===== src/rtl/mem_dual.sv =====
// MEM stage of a dual-issue pipeline: pipeline register, load-data alignment and
// a hold buffer that keeps load data stable across WB stalls. Optional macro MEM_FWD_EN.
module mem_dual (
    input  logic         clk,
    input  logic         rst,
    input  logic         flush,
    input  logic [5:0]   stall,
    input  logic [150:0] ex_to_mem_bus,
    input  logic [31:0]  data_sram_rdata,
    output logic [141:0] mem_to_wb_bus,
    output logic [75:0]  mem_to_rf_bus
);

    typedef enum logic [1:0] {
        IDLE  = 2'd0,
        FRESH = 2'd1,
        HELD  = 2'd2
    } ld_state_e;

    logic [150:0] bus_q, bus_d;
    logic [31:0]  hold_q, hold_d;
    ld_state_e    state_q, state_d;

    logic         stop_mem_s;
    logic         stop_wb_s;
    logic         bubble_s;
    logic         in_mem_load_s;
    logic         unused_stall_s;

    logic         switch_s;
    logic         valid_hi_s;
    logic         valid_lo_s;
    logic [73:0]  slot_hi_s;
    logic [73:0]  slot_lo_s;
    logic [31:0]  load_word_s;
    logic [69:0]  wb_hi_s;
    logic [69:0]  wb_lo_s;

    // Byte/halfword lane selection with sign or zero extension; unknown ops pass the word.
    function automatic logic [31:0] ld_extend(input logic [31:0] word,
                                              input logic [1:0]  lane,
                                              input logic [2:0]  op);
        logic [7:0]  byte_v;
        logic [15:0] half_v;
        logic [31:0] res_v;
        case (lane)
            2'd0:    byte_v = word[7:0];
            2'd1:    byte_v = word[15:8];
            2'd2:    byte_v = word[23:16];
            2'd3:    byte_v = word[31:24];
            default: byte_v = word[7:0];
        endcase
        if (lane[1]) begin
            half_v = word[31:16];
        end else begin
            half_v = word[15:0];
        end
        case (op)
            3'd1:    res_v = {{24{byte_v[7]}}, byte_v};
            3'd2:    res_v = {24'd0, byte_v};
            3'd3:    res_v = {{16{half_v[15]}}, half_v};
            3'd4:    res_v = {16'd0, half_v};
            default: res_v = word;
        endcase
        return res_v;
    endfunction

    // Build one {pc, we, waddr, wdata} entry; only the memory slot may use load data.
    function automatic logic [69:0] wb_entry(input logic [73:0] slot,
                                             input logic        valid,
                                             input logic        is_mem,
                                             input logic [31:0] word);
        logic [31:0] wdata_v;
        if (is_mem && slot[3]) begin
            wdata_v = ld_extend(word, slot[5:4], slot[2:0]);
        end else begin
            wdata_v = slot[35:4];
        end
        return {slot[73:42], valid & slot[41], slot[40:36], wdata_v};
    endfunction

    assign stop_mem_s     = stall[4];
    assign stop_wb_s      = stall[5];
    assign bubble_s       = stop_mem_s & ~stop_wb_s;
    assign unused_stall_s = ^stall[3:0];

    assign in_mem_load_s = ex_to_mem_bus[150] ? (ex_to_mem_bus[149] & ex_to_mem_bus[77])
                                              : (ex_to_mem_bus[148] & ex_to_mem_bus[3]);

    // Next-state for the pipeline register, load-data FSM and hold buffer.
    always_comb begin
        bus_d   = bus_q;
        state_d = state_q;
        hold_d  = hold_q;
        if (flush || bubble_s) begin
            bus_d   = 151'd0;
            state_d = IDLE;
            hold_d  = 32'd0;
        end else if (!stop_mem_s) begin
            bus_d   = ex_to_mem_bus;
            state_d = in_mem_load_s ? FRESH : IDLE;
            hold_d  = 32'd0;
        end else begin
            case (state_q)
                FRESH: begin
                    state_d = HELD;
                    hold_d  = data_sram_rdata;
                end
                HELD:    state_d = HELD;
                IDLE:    state_d = IDLE;
                default: state_d = IDLE;
            endcase
        end
    end

    // State registers with asynchronous reset.
    always_ff @(posedge clk or posedge rst) begin
        if (rst) begin
            bus_q   <= 151'd0;
            hold_q  <= 32'd0;
            state_q <= IDLE;
        end else begin
            bus_q   <= bus_d;
            hold_q  <= hold_d;
            state_q <= state_d;
        end
    end

    assign switch_s    = bus_q[150];
    assign valid_hi_s  = bus_q[149];
    assign valid_lo_s  = bus_q[148];
    assign slot_hi_s   = bus_q[147:74];
    assign slot_lo_s   = bus_q[73:0];
    // Once the response has been captured the SRAM bus may move on, so read the buffer.
    assign load_word_s = (state_q == HELD) ? hold_q : data_sram_rdata;

    assign wb_hi_s = wb_entry(slot_hi_s, valid_hi_s, switch_s, load_word_s);
    assign wb_lo_s = wb_entry(slot_lo_s, valid_lo_s, ~switch_s, load_word_s);

    assign mem_to_wb_bus = {valid_hi_s, valid_lo_s, wb_hi_s, wb_lo_s};

`ifdef MEM_FWD_EN
    assign mem_to_rf_bus = {wb_hi_s[37:0], wb_lo_s[37:0]};
`else
    assign mem_to_rf_bus = 76'd0;
`endif

endmodule


===== config.mk =====
export PLATFORM = sky130hd
export DESIGN_NAME = mem_dual
export DESIGN_NICKNAME = d
export VERILOG_FILES = /design/src/rtl/mem_dual.sv
export SDC_FILE = /design/constraint.sdc
export NUM_CORES = 1
export LEC_CHECK = 0
export CAP_MARGIN = 20
export CELL_PAD_IN_SITES_DETAIL_PLACEMENT = 1
export CELL_PAD_IN_SITES_GLOBAL_PLACEMENT = 2
export CORE_MARGIN = 3
export CORE_UTILIZATION = 41
export CTS_CLUSTER_SIZE = 12
export DETAILED_ROUTE_END_ITERATION = 6
export DONT_BUFFER_PORTS = 1
export PLACE_DENSITY_LB_ADDON = 0.1
export RECOVER_POWER = 100
export SLEW_MARGIN = 5
export SYNTH_ARGS = -nofsm -noshare
export SYNTH_HDL_FRONTEND = slang
export SYNTH_SLANG_ARGS = --single-unit

===== constraint.sdc =====
create_clock -name clk -period 12.95 [get_ports clk]
set_input_delay 3.2375 -clock clk [delete_from_list [all_inputs] [get_ports clk]]
set_output_delay 3.2375 -clock clk [all_outputs]
set_load 0.005 [all_outputs]

==> metrics.csv <==
metric,value,unit
min-delay worst type,flip-flop to flip-flop,
Core ar.,24460,um^2
Tot GR Track Use,0.2436,
# hold bufs at CTS,0,
status,finished with violations,
Slew headroom,-1.812,
Post-synth top flop,dfrtp_1,
routed wire length,34.04,mm
row count,57,
die area,26940,um^2
worst setup margin,3.784,ns
number of global-route vias before repair,7465,
boundary pin count,410,
Pwr Total,1.345,mW
Synth area leaders,"dfrtp_1 45%, a22o_1 13%, buf_4 11%, mux2i_1 4.8%, nor2_1 3.8%",
starting density of the core,0.4192,
Area after DPL,9603,um^2
Post-CTS Resized,0,
unrepaired setup endpoints after global routing,no,
fin crit share,0.7078,
H-tree Lvls,4,
synth warn,0,
clk sinks,185,
#FFs+latches synth,185,
worst IR drop on VDD,0.07344,mV
count of final hold-check violations,0,
met1 usage in global routing,0.3012,
CP Class,primary input to output pin,
asr flop ratio synth,1.000,
first-pass GRT wire length,49.08,mm
Worst Path Max Fanout,15,
GPL Wtd Cong,0.8792,
largest net degree at the start of global routing,90,
DR vias,7265,
Avg Inst Size Synth,10.13,um^2
met3 Track Usage GR,0.06835,
Layout Skew,0.01531,ns
# Max-Cap Violations,6,
first-pass iteration count of the detailed router,4,
Post-synth EDFFs,0,
final slew viol count,408,
Antenna diodes,0,
Post-Syn Instances,1012,
clock root cell,clkbuf_16,
Max Fclk,109.1,MHz
GRT met2 Usage,0.4111,
area grow syn2layout,-0.5372,%
initial antenna violation count,0,
TNS Setup,0,ns
Routed wire per std cell,27.77,um
Overflow after GRT,0,
die width,164.1,um
Worst-Margin Slew,4.218,ns
clk buf depth,2,
failing checks,"capacitance limit, slew limit",
fraction of layout cells with a size suffix above 1,0.08315,
Yosys top cell by area,dfrtp_1,
P_leak,4.455,nW
Post-DP HPWL,25.05,mm
register area share after synthesis,0.4515,
GRT busiest layer,met2,
clock buffer count from CTS,17,
Layout Cell Area excl Fill,10200,um^2
critical path endpoint category,output pin,
final net count,1084,
dpl ws,4.626,ns
CP Launch Type,primary input,
minimum clock period,9.166,ns
TritonCTS clock tree,yes,
DRC Markers,0,
Iter 0 DRT Violations,546,
final number of setup-violating endpoints,0,
clk_lat worst skew,0.44,ns
post-synth top area share,0.4515,
clk slew on worst S/H paths,0.08,ns
"Data required, critical path",9.71,ns
Die H,164.1,um
CP arrival,5.93,ns
via/cell ratio,5.926,
setup bufs post-CTS,0,
port bufs,0,
unique cell type count in the Yosys netlist,49,
Routed Antenna Nets,0,
area of the mapped netlist,10250,um^2
Power Dens Cells,131.9,nW/um^2
## per-layer routing
| layer | wire length [um] | part of all wire |
|---|---|---|
| met5 | 0 | 0 |
| met4 | 822 | 0.024 |
| met3 | 2688 | 0.079 |
| met2 | 17180 | 0.50 |
| met1 | 13350 | 0.39 |
## synthesized netlist by cell type (all sizes together), types with 2 or more instances
master,instances
dfrtp,185
buf,170
a22o,153
nor2,105
a21oi,67
clkbuf,59
mux2i,49
o21ai,42
nand2,38
mux2,30
a31oi,20
a211oi,11
a32oi,9
inv,9
nor3,9
o211ai,7
mux4,6
xnor2,6
and2,4
ha,3
nand2b,3
nor2b,3
o22a,3
nand3b,2
o32a,2
## sequential cells by signal, summed over array words and instances, names as in the netlist
name / count
bus_q: 151
hold_q: 32
state_q: 2
## critical path: stages
cell and delay, ns:
mux2i_1 0.21, mux4_2 0.58, nor3_1 0.92, nor2_1 0.58
a21oi_1 0.40
## stage by stage
step | cells | hold slack [ns] | util
finish | 1226 | 0.5131 | 0.4169
detailed placement | 1194 | 0.4876 | 0.3926
global route | 1226 | 0.5282 | 0.4169
global placement | 1194 | 0.4820 | 0.3926
CTS | 1226 | 0.5116 | 0.4192
floorplan | 1087 | 0.4645 | -
## power by group
part | internal (mW) | switching (mW) | leakage, nW
clock network | 0.288 | 0.284 | 0.314
logic | 0.0490 | 0.104 | 1.64
registers | 0.600 | 0.0215 | 2.50
## cell type report
cell class              count  area [um^2]
clock buffers              17        425.4
well taps                 324        405.4
flip-flops and latches    185         4629
fillers                  2691        14260
repair buffers             12        75.07
multi-input cells         664         4403
inverters                   9        35.03
clock inverters            15        225.2
## path summary, 6_finish.rpt
| kind | from | to | slack, ns | depth (start not counted) |
|---|---|---|---|---|
| hold reg to reg | bus_q[32]$_DFFE_PP0P_ | bus_q[32]$_DFFE_PP0P_ | 0.51 | 1 |
| hold / removal | bus_q[32]$_DFFE_PP0P_ | bus_q[32]$_DFFE_PP0P_ | 0.51 | 1 |
| min in group asynchronous | rst | bus_q[131]$_DFFE_PP0P_ | 3.43 | 1 |
| setup / recovery | data_sram_rdata[31] | mem_to_wb_bus[31] | 3.78 | 5 |
| max in group asynchronous | rst | hold_q[19]$_DFFE_PP0P_ | 4.55 | 2 |
| setup reg to reg | state_q[1]$_DFF_PP0_ | hold_q[7]$_DFFE_PP0P_ | 10.98 | 4 |
## logic make-up after synthesis
logic type,synth area share
AOI/OAI and AO/OA,0.2312
xor gates and xnor gates,0.005125
adders and majority gates,0.003661
buffers and inverters,0.1452
DFF,0.4515
muxes,0.09396
other,0.0003657
and+or+nand+nor,0.06894
## layout by cell type (no fill, tap or decap), drive strengths merged, types with 2 or more instances in the layout
cell type / instances
nand2b: 3
o22a: 3
conb: 76
mux4: 6
mux2i: 49
clkinv: 6
o32a: 2
a22o: 153
nor2: 105
dfrtp: 185
ha: 3
a21oi: 67
mux2: 30
clkbuf: 21
o211ai: 7
a31oi: 20
nand2: 38
nor2b: 3
and2: 4
a211oi: 11
o21ai: 42
buf: 8
inv: 16
a32oi: 9
nor3: 9
xnor2: 6
nand3b: 2
(Power assumes the default switching activity.)
